$ cat config.mk
export PLATFORM = sky130hd
export DESIGN_NAME = m2_block_writeback
export DESIGN_NICKNAME = d
export VERILOG_FILES = /design/src/rtl/m2_block_writeback.sv
export SDC_FILE = /design/constraint.sdc
export NUM_CORES = 1
export LEC_CHECK = 0
export CAP_MARGIN = 20
export CORE_AREA = 2 2 114 116
export CTS_CLUSTER_DIAMETER = 30
export DETAILED_ROUTE_END_ITERATION = 7
export DIE_AREA = 0 0 116 118
export MAX_ROUTING_LAYER = met4
export PLACE_DENSITY = 0.63
export SYNTH_ARGS = -nofsm -noshare
export SYNTH_HDL_FRONTEND = slang
export SYNTH_SLANG_ARGS = --single-unit
$ cat constraint.sdc
create_clock -name Clock -period 3.2 [get_ports Clock]
set_input_delay 0.48 -clock Clock [delete_from_list [all_inputs] [get_ports Clock]]
set_output_delay 0.48 -clock Clock [all_outputs]
set_load 0.005 [all_outputs]
$ cat src/rtl/m2_block_writeback.sv
// Writes one 8x8 block of IDCT results from the Milestone-2 DPRAM into SRAM.
// Each sample is clipped to 8 bits and pixel pairs are packed in milestone1's Y/U/V layout.
module m2_block_writeback #(
   parameter logic [17:0] Y_BASE = 18'd0,
   parameter logic [17:0] U_BASE = 18'd38400,
   parameter logic [17:0] V_BASE = 18'd57600,
   parameter int          Y_WPR  = 160,
   parameter int          UV_WPR = 80
) (
   input  logic        Clock,
   input  logic        Resetn,
   input  logic        wb_start,
   input  logic [1:0]  wb_segment,
   input  logic [4:0]  wb_block_row,
   input  logic [5:0]  wb_block_col,
   output logic [5:0]  DP_address_a,
   output logic [5:0]  DP_address_b,
   input  logic [31:0] DP_read_data_a,
   input  logic [31:0] DP_read_data_b,
   output logic [17:0] SRAM_address,
   output logic [15:0] SRAM_write_data,
   output logic        SRAM_we_n,
   output logic        wb_busy,
   output logic        wb_done,
   output logic        wb_error
);

   typedef enum logic [1:0] {
      S_WB_IDLE  = 2'd0,
      S_WB_LEAD  = 2'd1,
      S_WB_WRITE = 2'd2,
      S_WB_DONE  = 2'd3
   } wb_state_t;

   localparam logic [17:0] Y_ROW_STEP  = 18'(Y_WPR - 3);
   localparam logic [17:0] UV_ROW_STEP = 18'(UV_WPR - 3);

   wb_state_t   state_r;
   logic [1:0]  seg_r;
   logic [17:0] word_addr_r;
   logic [4:0]  pair_r;
   logic [17:0] row_s;
   logic [17:0] col_s;
   logic [17:0] base_s;
   logic [17:0] row_step_s;

   function automatic logic [7:0] clip8(input logic [31:0] sample);
      logic [7:0] result;
      if (sample[31]) begin
         result = 8'd0;
      end else if (|sample[30:8]) begin
         result = 8'd255;
      end else begin
         result = sample[7:0];
      end
      return result;
   endfunction

   // Block base address: row*8*WPR via shift-add (8*160 = 1024+256, 8*80 = 512+128)
   always_comb begin
      row_s  = {13'd0, wb_block_row};
      col_s  = {12'd0, wb_block_col};
      base_s = 18'd0;
      case (wb_segment)
         2'd0:    base_s = Y_BASE + (row_s << 10) + (row_s << 8) + (col_s << 2);
         2'd1:    base_s = U_BASE + (row_s << 9)  + (row_s << 7) + (col_s << 2);
         2'd2:    base_s = V_BASE + (row_s << 9)  + (row_s << 7) + (col_s << 2);
         default: base_s = 18'd0;
      endcase
      if (seg_r == 2'd0) begin
         row_step_s = Y_ROW_STEP;
      end else begin
         row_step_s = UV_ROW_STEP;
      end
   end

   // Sequencer: DPRAM reads run two pairs ahead of the registered SRAM write
   always_ff @(posedge Clock or negedge Resetn) begin
      if (!Resetn) begin
         state_r         <= S_WB_IDLE;
         seg_r           <= 2'd0;
         word_addr_r     <= 18'd0;
         pair_r          <= 5'd0;
         DP_address_a    <= 6'd0;
         DP_address_b    <= 6'd0;
         SRAM_address    <= 18'd0;
         SRAM_write_data <= 16'd0;
         SRAM_we_n       <= 1'b1;
         wb_busy         <= 1'b0;
         wb_done         <= 1'b0;
         wb_error        <= 1'b0;
      end else begin
         case (state_r)
            S_WB_IDLE: begin
               SRAM_we_n <= 1'b1;
               wb_done   <= 1'b0;
               wb_error  <= 1'b0;
               if (wb_start) begin
                  if (wb_segment == 2'd3) begin
                     wb_done  <= 1'b1;
                     wb_error <= 1'b1;
                  end else begin
                     seg_r        <= wb_segment;
                     word_addr_r  <= base_s;
                     pair_r       <= 5'd0;
                     DP_address_a <= 6'd0;
                     DP_address_b <= 6'd1;
                     wb_busy      <= 1'b1;
                     state_r      <= S_WB_LEAD;
                  end
               end
            end
            S_WB_LEAD: begin
               DP_address_a <= 6'd2;
               DP_address_b <= 6'd3;
               state_r      <= S_WB_WRITE;
            end
            S_WB_WRITE: begin
               SRAM_we_n       <= 1'b0;
               SRAM_address    <= word_addr_r;
               SRAM_write_data <= {clip8(DP_read_data_a), clip8(DP_read_data_b)};
               if (pair_r[1:0] == 2'd3) begin
                  word_addr_r <= word_addr_r + row_step_s;
               end else begin
                  word_addr_r <= word_addr_r + 18'd1;
               end
               if (DP_address_a != 6'd62) begin
                  DP_address_a <= DP_address_a + 6'd2;
                  DP_address_b <= DP_address_b + 6'd2;
               end
               pair_r <= pair_r + 5'd1;
               if (pair_r == 5'd31) begin
                  state_r <= S_WB_DONE;
               end
            end
            S_WB_DONE: begin
               SRAM_we_n <= 1'b1;
               wb_done   <= 1'b1;
               wb_busy   <= 1'b0;
               state_r   <= S_WB_IDLE;
            end
            default: begin
               state_r <= S_WB_IDLE;
            end
         endcase
      end
   end

endmodule

==> summary.md, run 1 <==
| Metric | Value |
|---|---|
| Critical Path RT | `3.43 ns` |
| Die ar. | `0.01369 sq mm` |
| RSZ-0062 raised after global routing | `false` |
| Gr usage total | `20.46%` |
| Setup crit end kind | `flop` |
| Ys flop type | `dfrtp_1` |
| Post-CTS sizing | `0` |
| Crit path kind | `in -> reg` |
| Post-synth EDFFs | `0` |
| First-pass iteration count of the detailed router | `5` |
| Syn Inst Count | `561` |
| Sequential fraction of the synthesis area | `39.16%` |
| Slowest cell delay on critical path | `0.47 ns` |
| Total I/O pin count | `130` |
| Slowest-stage cell, CP | `clkdlybuf4s50_1` |
| Hold slack | `0.4796 ns` |
| Root Buffer Master | `clkbuf_16` |
| Clk buf depth | `2` |
| Mean Syn Cell Area | `8.662 sq um` |
| Cell breakdown of the critical path | `clkdlybuf4s50_1 > inv_1 > ha_1 > inv_1 > ha_1 > a31o_2 > a221oi_1 > a211oi_1 > xnor2_1 > a32oi_1 > nand3b_1` |
| Via count | `4572` |
| Antenna Cells | `0` |
| Post-synthesis async set-or-reset flop share | `100.0%` |
| Synth Area in Simple Gates | `19.77%` |
| Non-filler instance count after layout | `861` |
| First-pass GRT wire length | `22010 microns` |
| Max VDD drop | `0.0003039 V` |
| Slew Viols, Final | `0` |
| TritonCTS clock tree | `done` |
| Largest family of logic cells by synthesized area | `compound AO/OA/AOI/OAI gates` |
| Num Clock Sinks | `76` |
| Complex-gate fraction of the synthesized area | `21.86%` |
| GPL Wtd Cong | `0.8515` |
| Leak | `2.796 nW` |
| CTS buffer count | `9` |
| Warnings from Yosys | `0` |
| Dpl hpwl | `9602 microns` |
| Clk_lat worst skew | `0.35 ns` |
| Fraction of layout cells with a size suffix above 1 | `7.547%` |
| Starting Density | `39.15%` |
| Number of H-tree levels | `3` |
| Aggregate negative setup slack | `0 ns` |
| Max Cap Viol | `0` |
| Mux share of post-synthesis cell area | `4.222%` |
| Fin crit period | `2.677 ns` |
| Area growth, synth to finish | `37.49%` |
| Core Footprint | `0.01241 sq mm` |
| FF-to-FF path depth | `9` |
| Number of global-route vias before repair | `4517` |
| Routed length per placed instance | `15.25 microns` |
| Max-slew headroom | `43.80%` |
| Crit share post-route | `83.66%` |
| PortBufs | `128` |
| Mapped Area | `0.004860 sq mm` |
| Avg Vias per Cell | `5.310` |
| Residual DRC count | `0` |
| Hold Crit Depth | `2` |
| Critical path buffers and inverters | `3` |
| Synth Area in XOR/XNOR | `2.703%` |
| Yosys cell types | `65` |
| Worst Skew | `0.01086 ns` |
| Final #Nets | `793` |
| Critical path depth in cells | `11` |
| Actual slew at the worst max-slew pin | `0.8374 ns` |
| Site Rows | `41` |
| Post-Synth Adder-Cell Area | `7.621%` |
| Largest net degree at the start of global routing | `77` |
| Antenna-violating nets left | `0` |
| Die W | `116 microns` |
| Crit path arrival time | `2.90 ns` |
| Final hold vios | `0` |
| Fmax | `373.6 MHz` |
| Most common cell after layout, fill and taps aside | `clkdlybuf4s50_1` |
| CTS clock-pin slew for the worst setup and hold paths | `0.06 ns` |
| GRT overflow | `0` |
| Outcome | `finished, final reports clean` |
| Antenna violations before repair | `0` |
| CP Launch Type | `input port` |
| Power per cell area | `778.8 mW/mm^2` |
| Number of synthesized register bits | `76` |
| Final wirelength | `13130 microns` |
| Syn nets | `670` |
| Final setup violation count | `0` |
| Placed Instances | `843` |
| Hold Crit Class | `reg -> reg` |
| Initial DRC count | `248` |
| Commonest non-fill, non-tap cells in the layout | `clkdlybuf4s50_1, dfrtp_1, nand2_1, nor2_1, o21ai_0` |
| CP max FO | `4` |
| Critical path's top delay family | `compound AO/OA/AOI/OAI gates` |
| Vert. Die Dim | `118 microns` |
==> cell type report <==
type	instances	area (sq um)
clock buffers	10	229.0
well taps	172	215.2
clock inverters	6	88.84
repair buffers	142	1406
flip-flops and latches	76	1903
inverters	27	101.3
multi-input cells	428	2738
fillers	1183	5733
==> path summary, 6_finish.rpt <==
| path | slack, ns | startpoint | end |
|---|---|---|---|
| worst max register to register | 0.69 | pair_r[0] | word_addr_r[17] |
| worst max-delay path | 0.52 | wb_block_row[1] | word_addr_r[13] |
| min in group asynchronous | 0.49 | Resetn | DP_address_a[3] |
| worst min register to register | 0.48 | SRAM_write_data[15] | SRAM_write_data[15] |
| max in group asynchronous | 2.14 | Resetn | SRAM_address[3] |
| worst min-delay path | 0.48 | SRAM_write_data[15] | SRAM_write_data[15] |
==> kinds of logic after synthesis <==
kind of cell | count (synthesis)
other cells | 1
flops | 76
compound gates | 161
mux | 19
xor+xnor | 15
buf+inv | 57
simple gates | 203
fa+ha+maj | 29
==> power breakdown <==
| group | leakage, nW | switching (mW) | internal, mW |
|---|---|---|---|
| Combinational | 1.70 | 1.19 | 1.18 |
| Clock | 0.149 | 0.416 | 0.683 |
| Sequential | 0.948 | 0.374 | 1.36 |
| Total | 2.80 | 1.98 | 3.23 |
==> what timing repair did <==
action | 4_1_cts | 5_1_grt
hold buffers | 0 | 1
hold endpoints to repair | 0 | 4
buffers inserted | 0 | 0
setup endpoints to repair | 0 | 0
==> through the flow <==
step / utilization, % / worst slack (ns) / area (sq um) / power [mW]
finish: 53.82 / 0.5230 / 6681 / 5.203
global route: 53.82 / 0.3017 / 6681 / 5.609
CTS: 53.52 / 0.5397 / 6644 / 5.248
detailed placement: 50.96 / 0.1603 / 6326 / 4.121
global placement: 50.96 / 0.2420 / 6326 / 4.058
floorplan: - / 0.5339 / 4860 / 3.070
==> worst reg2reg max path: stages (launching register included) <==
cell and delay (ns):
dfrtp_1 0.43, ha_1 0.36, nor2b_1 0.19, ha_1 0.24, nand2_1 0.08, o21ai_0 0.08
a32oi_1 0.36, o21ai_2 0.23, and3_1 0.26, a211oi_1 0.19
==> layer usage <==
| metal | global-route usage [%] | part of all wire (%) | vias to the layer above |
|---|---|---|---|
| met5 | - | 0 | - |
| met4 | 6.994 | 1.6 | 0 |
| met3 | 3.450 | 5.2 | 20 |
| met2 | 31.80 | 48 | 136 |
| met1 | 27.02 | 45 | 2153 |
| li1 | - | - | 2263 |
==> cells in the mapped netlist, types with 3 or more instances <==
cell / n / share of area, %
mux2_2: 11 / 2.5
ha_1: 28 / 7.2
o21ai_0: 45 / 4.6
a21oi_1: 32 / 3.3
nor2b_1: 5 / 0.64
o32ai_1: 3 / 0.54
and2_1: 4 / 0.51
a211oi_1: 5 / 0.77
nor3_1: 15 / 1.5
nand4_1: 5 / 0.64
dfrtp_1: 75 / 39
buf_2: 4 / 0.41
mux2i_1: 7 / 1.4
nand2b_1: 10 / 1.3
a211o_1: 4 / 0.72
nand3_1: 17 / 1.8
xor2_1: 4 / 0.72
nor4_1: 12 / 1.5
o22ai_1: 8 / 1.0
o211ai_1: 4 / 0.62
a22o_1: 3 / 0.54
clkbuf_1: 19 / 1.5
a21o_1: 7 / 1.1
and4_1: 3 / 0.54
a32oi_1: 3 / 0.54
nand2_1: 67 / 5.2
buf_1: 6 / 0.46
xnor2_1: 11 / 2.0
o31ai_1: 19 / 2.9
a22oi_1: 3 / 0.46
and3_1: 6 / 0.77
inv_1: 27 / 2.1
nor2_1: 50 / 3.9
==> registers in the layout (all words and copies together) (netlist names) <==
| signal | count |
|---|---|
| SRAM_we_n | 1 |
| state_r | 2 |
| wb_busy | 1 |
| SRAM_address | 18 |
| pair_r | 5 |
| seg_r | 2 |
| SRAM_write_data | 16 |
| DP_address_b | 6 |
| DP_address_a | 5 |
| wb_error | 1 |
| wb_done | 1 |
| word_addr_r | 18 |
(Power assumes the default switching activity.)
==> run 2, diff against run 1 <==
clock period = 2.73 ns   (was 3.2 ns; I/O delays follow)
==> run 2 against run 1 <==
Total power increased by 17%. Register-to-register slack got worse by 0.42 ns. Largest power group unchanged. Global-route usage decreased by 0.30 points. First-iteration DRC count increased by 78%. Critical path depth unchanged. Die area unchanged. Non-clock buffer count increased by 12. Final area increased by 0.96%. Core utilization increased by 0.51 points. Worst hold slack got worse by 0.44 ns.
==> summary.md, run 2 (same netlist as run 1, synthesis figures left out) <==
| Metric | Value |
|---|---|
| Outcome | `finished, final reports clean` |
| Vert. Die Dim | `118 microns` |
| Area growth, synth to finish | `38.80%` |
| Routed length per placed instance | `14.80 microns` |
| Core Footprint | `0.01241 sq mm` |
| CP Launch Type | `input port` |
| RR Endpoint | `word_addr_r[17]` |
| First-pass GRT wire length | `21790 microns` |
| Via count | `4619` |
| GPL Wtd Cong | `0.8485` |
| CP max FO | `3` |
| Final wirelength | `12920 microns` |
| Slew Viols, Final | `0` |
| Number of global-route vias before repair | `4507` |
| Total I/O pin count | `130` |
| Crit path launch | `wb_block_row[3]` |
| Clk buf depth | `2` |
| Power per cell area | `901.1 mW/mm^2` |
| Worst Skew | `0.004446 ns` |
| Crit share post-route | `91.52%` |
| First-pass iteration count of the detailed router | `5` |
| Fraction of layout cells with a size suffix above 1 | `9.272%` |
| CTS clock-pin slew for the worst setup and hold paths | `0.06 ns` |
| Antenna violations before repair | `0` |
| Antenna-violating nets left | `0` |
| Number of H-tree levels | `3` |
| Max VDD drop | `0.0003446 V` |
| Slowest cell delay on critical path | `0.49 ns` |
| Aggregate negative setup slack | `0 ns` |
| Filler cells | `1161` |
| Setup crit end kind | `flop` |
| Residual DRC count | `0` |
| Hold slack | `0.04089 ns` |
| Avg Vias per Cell | `5.291` |
| Util after Layout | `54.33%` |
| Top Registers | `SRAM_address x18, word_addr_r x18, SRAM_write_data x16` |
| Slowest-stage cell, CP | `clkdlybuf4s50_1` |
| Placed inst area | `0.006431 sq mm` |
| Final #Nets | `805` |
| Initial DRC count | `441` |
| Clk_lat worst skew | `0.34 ns` |
| Hold buffers post-CTS | `0` |
| Most common cell after layout, fill and taps aside | `clkdlybuf4s50_1` |
| Root Buffer Master | `clkbuf_16` |
| Post-CTS sizing | `0` |
| Crit path arrival time | `2.72 ns` |
| Final hold vios | `0` |
| Site Rows | `41` |
| Final setup violation count | `0` |
| Max Cap Viol | `0` |
| Num Clock Sinks | `76` |
| Largest net degree at the start of global routing | `48` |
| Die ar. | `0.01369 sq mm` |
| TritonCTS clock tree | `done` |
| Hold Crit Class | `in -> async` |
| Critical Path RT | `2.95 ns` |
| Antenna Cells | `0` |
| PortBufs | `128` |
| Fmax | `400.3 MHz` |
| Cell breakdown of the critical path | `clkdlybuf4s50_1 > inv_1 > ha_1 > inv_1 > ha_1 > a31o_2 > a221oi_1 > a211oi_1 > xnor2_1 > a32oi_1 > nand3b_1` |
| RSZ-0062 raised after global routing | `false` |
| Postcts setup bufs | `0` |
| Gr usage total | `20.16%` |
| Leak | `2.854 nW` |
| Reg-to-reg slack, setup | `0.27 ns` |
| Max-slew headroom | `37.32%` |
| Starting Density | `39.15%` |
| Reg-to-Reg Start | `pair_r[0]` |
| Die W | `116 microns` |
| Fin crit period | `2.498 ns` |
| Final instance area | `0.006745 sq mm` |
| CTS buffer count | `9` |
| Crit path kind | `in -> reg` |
| GRT overflow | `0` |
| FF-to-FF path depth | `9` |
| Critical path buffers and inverters | `3` |
| Actual slew at the worst max-slew pin | `0.9303 ns` |
| Critical path's top delay family | `compound AO/OA/AOI/OAI gates` |
| Commonest non-fill, non-tap cells in the layout | `clkdlybuf4s50_1, dfrtp_1, nand2_1, nor2_1, o21ai_0` |
| Dpl hpwl | `9832 microns` |
run 2: cell count changes in the layout (fill, tap and decap cells not counted):
cell | previous run | this run
buf_16 | 1 | 0
o21ai_0 | 44 | 45
o21ai_1 | 3 | 2
bufinv_16 | 2 | 1
clkbuf_8 | 0 | 3
clkinvlp_4 | 2 | 0
buf_4 | 13 | 27
dlygate4sd3_1 | 1 | 0
run 2: per-layer routing:
layer	global-route usage, %	wire, microns	vias up
li1	-	-	2295
met1	26.79	5877	2184
met2	31.29	6290	129
met3	4.325	612	11
met4	5.283	142	0
met5	-	0	-
run 2: how the worst max path moves through the flow:
stage,endpoint,slack [ns],depth (start not counted)
after floorplan,word_addr_r[13],0.13,11
after global placement,word_addr_r[13],-0.06,11
after detailed placement,word_addr_r[13],-0.11,11
after CTS,word_addr_r[13],0.24,11
after global routing,word_addr_r[13],0.06,11
final,word_addr_r[13],0.23,11
run 2: power by group:
group          switching [mW]  internal [mW]  total (mW)
sequential              0.429           1.60        2.03
clock                   0.458          0.783        1.24
combinational            1.40           1.41        2.81
total                    2.28           3.79        6.08
run 2: layout make-up:
type	count	area [sq um]	area share (%)
Tap cell	172	215.2	3.190
Sequential cell	76	1903	28.21
Timing Repair Buffer	154	1474	21.85
Multi-Input combinational cell	428	2738	40.59
Inverter	27	101.3	1.503
Clock inverter	3	43.79	0.6492
Clock buffer	13	270.3	4.007
run 2: per-stage QoR:
| stage | setup slack, ns | total power, mW | std cells |
|---|---|---|---|
| 2_1_floorplan | 0.1344 | 3.598 | 561 |
| 3_3_place_gp | -0.06472 | 4.790 | 857 |
| 3_5_place_dp | -0.1147 | 4.863 | 857 |
| 4_1_cts | 0.2351 | 6.144 | 873 |
| 5_1_grt | 0.06400 | 6.552 | 873 |
| 6_report | 0.2316 | 6.078 | 873 |
